### config.mk
export PLATFORM = sky130hd
export DESIGN_NAME = id_issue_queue_flat
export DESIGN_NICKNAME = d
export VERILOG_FILES = /design/src/rtl/id_issue_queue_if.sv /design/src/rtl/id_issue_queue.sv /design/src/flat_wrapper.sv
export SDC_FILE = /design/constraint.sdc
export NUM_CORES = 1
export LEC_CHECK = 0
export BUFFER_PORTS_ARGS = -buffer_cell sky130_fd_sc_hd__buf_2
export CAP_MARGIN = 20
export CORE_ASPECT_RATIO = 1.4
export CORE_MARGIN = 2
export CORE_UTILIZATION = 32
export DETAILED_ROUTE_END_ITERATION = 10
export GPL_ROUTABILITY_DRIVEN = 0
export PLACE_DENSITY = 0.54
export SYNTH_ARGS = -nofsm -noshare
export SYNTH_HDL_FRONTEND = slang
export SYNTH_SLANG_ARGS = --single-unit
### constraint.sdc
create_clock -name clk_i -period 11.2 [get_ports clk_i]
set_input_delay 1.12 -clock clk_i [delete_from_list [all_inputs] [get_ports clk_i]]
set_output_delay 1.12 -clock clk_i [all_outputs]
set_load 0.02 [all_outputs]
### src/rtl/id_issue_queue_if.sv
// Decode-side and issue-side bundle for the ID/issue queue.
// The queue side uses slave; the decoder/issue environment drives master.
interface id_issue_queue_if #(
  parameter int DEPTH     = 4,
  parameter int IN_PORTS  = 2,
  parameter int OUT_PORTS = 2,
  parameter int PAYLOAD_W = 64
);
  logic                           flush_i;
  logic                           single_cf_i;
  logic [IN_PORTS-1:0]            dec_valid_i;
  logic [IN_PORTS*PAYLOAD_W-1:0]  dec_payload_i;
  logic [IN_PORTS*32-1:0]         dec_instr_i;
  logic [IN_PORTS-1:0]            dec_cf_i;
  logic [IN_PORTS-1:0]            dec_ready_o;
  logic [OUT_PORTS-1:0]           iss_valid_o;
  logic [OUT_PORTS*PAYLOAD_W-1:0] iss_payload_o;
  logic [OUT_PORTS*32-1:0]        iss_instr_o;
  logic [OUT_PORTS-1:0]           iss_cf_o;
  logic [OUT_PORTS-1:0]           iss_ack_i;
  logic [$clog2(DEPTH):0]         occupancy_o;

  modport slave (
    input  flush_i, single_cf_i, dec_valid_i, dec_payload_i, dec_instr_i,
           dec_cf_i, iss_ack_i,
    output dec_ready_o, iss_valid_o, iss_payload_o, iss_instr_o, iss_cf_o,
           occupancy_o
  );

  modport master (
    output flush_i, single_cf_i, dec_valid_i, dec_payload_i, dec_instr_i,
           dec_cf_i, iss_ack_i,
    input  dec_ready_o, iss_valid_o, iss_payload_o, iss_instr_o, iss_cf_o,
           occupancy_o
  );
endinterface

### src/rtl/id_issue_queue.sv
// Multi-lane circular queue between decode and issue: accepts up to IN_PORTS
// entries and presents up to OUT_PORTS in-order issue candidates per cycle.
module id_issue_queue #(
  parameter int DEPTH     = 4,
  parameter int IN_PORTS  = 2,
  parameter int OUT_PORTS = 2,
  parameter int PAYLOAD_W = 64
) (
  input logic              clk_i,
  input logic              rst_i,
  id_issue_queue_if.slave  q_if
);
  localparam int PW = $clog2(DEPTH);
  localparam int CW = PW + 1;
  localparam int FW = CW + 1;

  logic [PW-1:0]        rd_q, rd_d, wr_q, wr_d;
  logic [CW-1:0]        cnt_q, cnt_d;
  logic [PAYLOAD_W-1:0] pay_q [DEPTH];
  logic [PAYLOAD_W-1:0] pay_d [DEPTH];
  logic [31:0]          ins_q [DEPTH];
  logic [31:0]          ins_d [DEPTH];
  logic [DEPTH-1:0]     cf_q, cf_d;

  logic [CW-1:0]        n_ack, n_in, n_acc;
  logic [FW-1:0]        free;
  logic [IN_PORTS-1:0]  dec_ready;

  logic [OUT_PORTS-1:0]           iss_valid;
  logic [OUT_PORTS*PAYLOAD_W-1:0] iss_payload;
  logic [OUT_PORTS*32-1:0]        iss_instr;
  logic [OUT_PORTS-1:0]           iss_cf;
  logic                           cf_seen;

  always_comb begin : accept_calc
    n_ack = '0;
    n_in  = '0;
    for (int k = 0; k < OUT_PORTS; k++) n_ack = n_ack + CW'(q_if.iss_ack_i[k]);
    for (int k = 0; k < IN_PORTS; k++)  n_in  = n_in  + CW'(q_if.dec_valid_i[k]);
    // Same-cycle acks free slots, so a full queue can still take input.
    free = FW'(DEPTH) - FW'(cnt_q) + FW'(n_ack);
    if (q_if.flush_i || rst_i)   n_acc = '0;
    else if (FW'(n_in) < free)   n_acc = n_in;
    else                         n_acc = free[CW-1:0];
    for (int k = 0; k < IN_PORTS; k++) dec_ready[k] = (CW'(k) < n_acc);
  end

  always_comb begin : next_state
    pay_d = pay_q;
    ins_d = ins_q;
    cf_d  = cf_q;
    for (int k = 0; k < IN_PORTS; k++) begin
      if (dec_ready[k]) begin
        pay_d[wr_q + PW'(k)] = q_if.dec_payload_i[k*PAYLOAD_W +: PAYLOAD_W];
        ins_d[wr_q + PW'(k)] = q_if.dec_instr_i[k*32 +: 32];
        cf_d[wr_q + PW'(k)]  = q_if.dec_cf_i[k];
      end
    end
    if (q_if.flush_i) begin
      rd_d  = '0;
      wr_d  = '0;
      cnt_d = '0;
    end else begin
      rd_d  = rd_q + n_ack[PW-1:0];
      wr_d  = wr_q + n_acc[PW-1:0];
      cnt_d = cnt_q + n_acc - n_ack;
    end
  end

  always_comb begin : present
    cf_seen     = 1'b0;
    iss_valid   = '0;
    iss_payload = '0;
    iss_instr   = '0;
    iss_cf      = '0;
    for (int k = 0; k < OUT_PORTS; k++) begin
      // Everything behind the first control-flow entry is held back in single_cf mode.
      iss_valid[k] = (CW'(k) < cnt_q) && !(q_if.single_cf_i && cf_seen);
      iss_payload[k*PAYLOAD_W +: PAYLOAD_W] = pay_q[rd_q + PW'(k)];
      iss_instr[k*32 +: 32]                 = ins_q[rd_q + PW'(k)];
      iss_cf[k]                             = cf_q[rd_q + PW'(k)];
      if ((CW'(k) < cnt_q) && cf_q[rd_q + PW'(k)]) cf_seen = 1'b1;
    end
  end

  always_ff @(posedge clk_i or posedge rst_i) begin
    if (rst_i) begin
      rd_q  <= '0;
      wr_q  <= '0;
      cnt_q <= '0;
      pay_q <= '{default: '0};
      ins_q <= '{default: '0};
      cf_q  <= '0;
    end else begin
      rd_q  <= rd_d;
      wr_q  <= wr_d;
      cnt_q <= cnt_d;
      pay_q <= pay_d;
      ins_q <= ins_d;
      cf_q  <= cf_d;
    end
  end

  assign q_if.dec_ready_o   = dec_ready;
  assign q_if.iss_valid_o   = iss_valid;
  assign q_if.iss_payload_o = iss_payload;
  assign q_if.iss_instr_o   = iss_instr;
  assign q_if.iss_cf_o      = iss_cf;
  assign q_if.occupancy_o   = cnt_q;

endmodule

### src/flat_wrapper.sv
// flat-port wrapper written by rule: the top's interface ports become plain ports
module id_issue_queue_flat 
#(
  parameter int DEPTH     = 4,
  parameter int IN_PORTS  = 2,
  parameter int OUT_PORTS = 2,
  parameter int PAYLOAD_W = 64
)
  (clk_i, rst_i, q_if_flush_i, q_if_single_cf_i, q_if_dec_valid_i, q_if_dec_payload_i, q_if_dec_instr_i, q_if_dec_cf_i, q_if_iss_ack_i, q_if_dec_ready_o, q_if_iss_valid_o, q_if_iss_payload_o, q_if_iss_instr_o, q_if_iss_cf_o, q_if_occupancy_o);
  id_issue_queue_if #(.DEPTH(DEPTH), .IN_PORTS(IN_PORTS), .OUT_PORTS(OUT_PORTS), .PAYLOAD_W(PAYLOAD_W)) q_if_i ();
  input logic clk_i;
  input logic rst_i;
  input wire logic [$bits(q_if_i.flush_i)-1:0] q_if_flush_i;
  input wire logic [$bits(q_if_i.single_cf_i)-1:0] q_if_single_cf_i;
  input wire logic [$bits(q_if_i.dec_valid_i)-1:0] q_if_dec_valid_i;
  input wire logic [$bits(q_if_i.dec_payload_i)-1:0] q_if_dec_payload_i;
  input wire logic [$bits(q_if_i.dec_instr_i)-1:0] q_if_dec_instr_i;
  input wire logic [$bits(q_if_i.dec_cf_i)-1:0] q_if_dec_cf_i;
  input wire logic [$bits(q_if_i.iss_ack_i)-1:0] q_if_iss_ack_i;
  output wire logic [$bits(q_if_i.dec_ready_o)-1:0] q_if_dec_ready_o;
  output wire logic [$bits(q_if_i.iss_valid_o)-1:0] q_if_iss_valid_o;
  output wire logic [$bits(q_if_i.iss_payload_o)-1:0] q_if_iss_payload_o;
  output wire logic [$bits(q_if_i.iss_instr_o)-1:0] q_if_iss_instr_o;
  output wire logic [$bits(q_if_i.iss_cf_o)-1:0] q_if_iss_cf_o;
  output wire logic [$bits(q_if_i.occupancy_o)-1:0] q_if_occupancy_o;
  assign q_if_i.flush_i = q_if_flush_i;
  assign q_if_i.single_cf_i = q_if_single_cf_i;
  assign q_if_i.dec_valid_i = q_if_dec_valid_i;
  assign q_if_i.dec_payload_i = q_if_dec_payload_i;
  assign q_if_i.dec_instr_i = q_if_dec_instr_i;
  assign q_if_i.dec_cf_i = q_if_dec_cf_i;
  assign q_if_i.iss_ack_i = q_if_iss_ack_i;
  assign q_if_dec_ready_o = q_if_i.dec_ready_o;
  assign q_if_iss_valid_o = q_if_i.iss_valid_o;
  assign q_if_iss_payload_o = q_if_i.iss_payload_o;
  assign q_if_iss_instr_o = q_if_i.iss_instr_o;
  assign q_if_iss_cf_o = q_if_i.iss_cf_o;
  assign q_if_occupancy_o = q_if_i.occupancy_o;
  id_issue_queue #(.DEPTH(DEPTH), .IN_PORTS(IN_PORTS), .OUT_PORTS(OUT_PORTS), .PAYLOAD_W(PAYLOAD_W)) u_core (.clk_i(clk_i), .rst_i(rst_i), .q_if(q_if_i));
endmodule
==> flow_summary.toml <==
[sta]
max_clock_freq_mhz = 176
fin_skew_ns = 0.0135
finalCritPeriodShare_pct = 50.8
worst_pin_slew_ns = 1.35
hold_violations = 0
setup_viol = 0
finalSetupTns_ns = 0
rsz0062_at_grt = "false"
slew_violations = 0
max-slew-margin-rel_pct = 9.91
fin_crit_ns = 5.69

[routing]
drt_iter0_markers = 3660
ant_nets = 0
num_vias = 27759
finalWirelength_mm = 119
drtPass1Iterations = 9
via_per_inst = 7.22
drcViolationCount = 0
wl_per_cell_microns = 31.0

[setup_path]
arrival_ns = 4.57
cpMaxStageDelayCell = "buf_4"
path_buf_inv = 4
worst_setup_path_start_kind = "input pin"
reg2reg_slack_ns = 6.19
cp_max_fo = 84
path_delay_family = "adder cells"
endpoint_kind = "output pin"
path_class = "in -> out"
crit_chain = "buf_2, ha_1, nand2b_1, inv_1, fa_1, ha_1, or2_2, o31ai_1, o31ai_4, buf_4, and3_1, buf_2"
required_ns = 10.08
slowest_delay_ns = 0.75

[pwr]
pwr-share-clk_pct = 18.8
power.share.sequential_pct = 30.2
p_comb_share_pct = 51.0
power_leakage_uw = 0.0104
intPower_uw = 4660
powerDensity_nw_per_um2 = 297
p_switching_uw = 4190
p_sw_share_pct = 47.3
ir_worst_vdd_mv = 0.270

[clock_network]
cts_inserted_buffers = 47
cts_resized = 0
cts.sinks = 395
clk-insertion-delay-late_ns = 0.61
cts_hold_buf = 0
htreeDepth = 2
post_cts_buffers = 0
cts_tree = "yes"
cts_root_buf = "clkbuf_16"
cts_buffer_depth = 3
clk_pin_slew_ns = 0.06

[layout]
fin_cells = 3844
final_area_sq_um = 29800
drive_gt1_share_pct = 27.2
finish.net_count = 2934
final_core_util_pct = 37.1
area_growth_pct = 14.9

[yosys]
synth_fp_nets = 2858
synth_top_cell_area_share_pct = 38.1
synth_warnings = 0
muxShareOfSynthArea_pct = 16.9
synth_top_family_by_area = "simple AND/OR/NAND/NOR gates"
synth_compound_area_share_pct = 17.5
synth_edf_count = 0
synthTopCellsByArea = "dfrtp_1, mux4_2, a31oi_1"
synth_area_per_cell_sq_um = 9.79
netlist_area_sq_um = 25900
synth_ff_type = "dfrtp_1"
ys_ff_latch = 395
synth.yosys.seq_area_share_pct = 38.1
yosysTopAreaCell = "dfrtp_1"
synthAdderAreaFrac_pct = 0.570
ys_async_sr_fraction_pct = 100
synth.distinct_cells = 43
synth-simple-area-share_pct = 19.5
synth_xor_area_share_pct = 0.299
syn_inst = 2646

[floorplan]
die_height_microns = 341
core-area_sq_um = 80300
ios = 403
initial_core_util_pct = 32.3
die_area_sq_um = 83300
die_w_microns = 245
rows = 123

[place]
dp_cells = 3734
dpl_cell_area_sq_um = 28100
dp.final_hpwl_mm = 62.4
portBuffers = 402

[outcome]
run_status = "finished, final reports clean"

[grt]
antenna_found_initial = 31
grt_usage_pct = 27.4
grt_pass1_vias = 27837
grt_max_degree = 201
grt_pass1_wl_mm = 178
grt-ovfl-total = 0

[run]
drv_cap = 0

[hold_path]
hold_class = "reg -> reg"
tightest hold or removal path: cells and delay by family, from the launching register on:
kind            cells  cell delay [ns]
compound gates      2             0.16
flops               1             0.38
registers in the layout (all words and copies together) (netlist names):
| signal | count |
|---|---|
| u_core.ins_q | 128 |
| u_core.q_if.occupancy_o | 3 |
| u_core.wr_q | 2 |
| u_core.pay_q | 256 |
| u_core.rd_q | 2 |
| u_core.cf_q | 4 |
final timing paths:
kind | start | to | cells after the start
max reg2reg | u_core.q_if.occupancy_o[0]$_DFF_PP0_ | u_core.pay_q[201]$_DFF_PP0_ | 11
min in group asynchronous | rst_i | u_core.cf_q[1]$_DFF_PP0_ | 2
min reg2reg | u_core.ins_q[21]$_DFF_PP0_ | u_core.ins_q[21]$_DFF_PP0_ | 2
max in group asynchronous | rst_i | u_core.pay_q[91]$_DFF_PP0_ | 4
max | q_if_iss_ack_i[1] | q_if_dec_ready_o[0] | 12
min | u_core.ins_q[21]$_DFF_PP0_ | u_core.ins_q[21]$_DFF_PP0_ | 2
per-stage QoR:
stage	power (uW)	hold slack (ns)	setup WS (ns)
floorplan	5640	0.535	4.76
global placement	6940	0.560	5.30
detailed placement	7100	0.575	5.22
CTS	8770	0.581	5.48
global route	9250	0.606	5.28
finish	8860	0.581	5.51
area by class of cell:
| type | instances | area (sq um) |
|---|---|---|
| fill | 8022 | 50600 |
| multi-input combinational | 1816 | 14300 |
| sequential | 395 | 9890 |
| timing repair buffer | 455 | 2500 |
| clock buffer | 75 | 1460 |
| tap | 1062 | 1330 |
| clock inverter | 11 | 155 |
| antenna | 23 | 57.6 |
| inverter | 7 | 30.0 |
synth_stat cells, types with 2 or more instances:
cell	n
nand3_1	5
a21oi_1	2
buf_2	131
xnor2_1	4
nor3b_1	2
clkbuf_2	15
nor3_1	2
buf_4	8
and3_1	2
a31oi_1	389
clkbuf_1	223
o31ai_1	3
buf_1	51
ha_1	7
nor4_1	388
o21ai_1	52
nand4_1	389
or3_1	3
inv_1	7
nor2b_1	4
o31ai_2	3
nor2_1	8
o31a_1	2
mux4_2	194
xor2_1	3
fa_1	3
o21ai_0	336
dfrtp_1	395
metal layers:
metal | vias to the layer above | part of all wire, % | global-route usage (%) | routed length [microns]
li1 | 11204 | - | - | -
met3 | 463 | 11 | 7.64 | 13600
met5 | - | 0.15 | 0 | 174
met4 | 28 | 4.8 | 15.0 | 5770
met2 | 2270 | 48 | 43.8 | 56800
met1 | 13794 | 36 | 33.6 | 42800
power groups by stage:
stage	Clock, uW	Sequential (uW)	Combinational [uW]
3_5_place_dp	0	2680	4420
5_1_grt	1740	2750	4770
3_3_place_gp	0	2600	4330
2_1_floorplan	0	2440	3200
6_report	1660	2680	4520
4_1_cts	1680	2650	4440
cell families after synthesis:
logic type                 after synthesis
and+or+nand+nor                        812
xor gates and xnor gates                 8
DFF                                    395
buffers and inverters                  435
adders and majority gates               10
AOI/OAI and AO/OA                      792
muxes                                  194
layout by cell type (no fill, tap or decap), types with 2 or more instances in the layout:
cell / instances
clkbuf_8: 14
ha_1: 7
xnor2_1: 4
o31ai_1: 2
nor3_1: 2
clkinv_2: 7
or3_4: 2
clkbuf_1: 12
nor2_1: 8
nor3b_2: 2
o21ai_1: 52
fa_1: 3
nand4_1: 389
nor2b_1: 4
mux4_2: 194
inv_1: 6
dfrtp_4: 2
nor4_1: 388
clkbuf_16: 49
bufinv_16: 4
buf_4: 46
a21oi_1: 2
o21ai_0: 336
diode_2: 23
buf_2: 402
buf_12: 5
nand3_4: 5
xor2_1: 3
o31ai_4: 5
dfrtp_1: 393
a31oi_1: 388
Power figures use the tool's default switching activity.
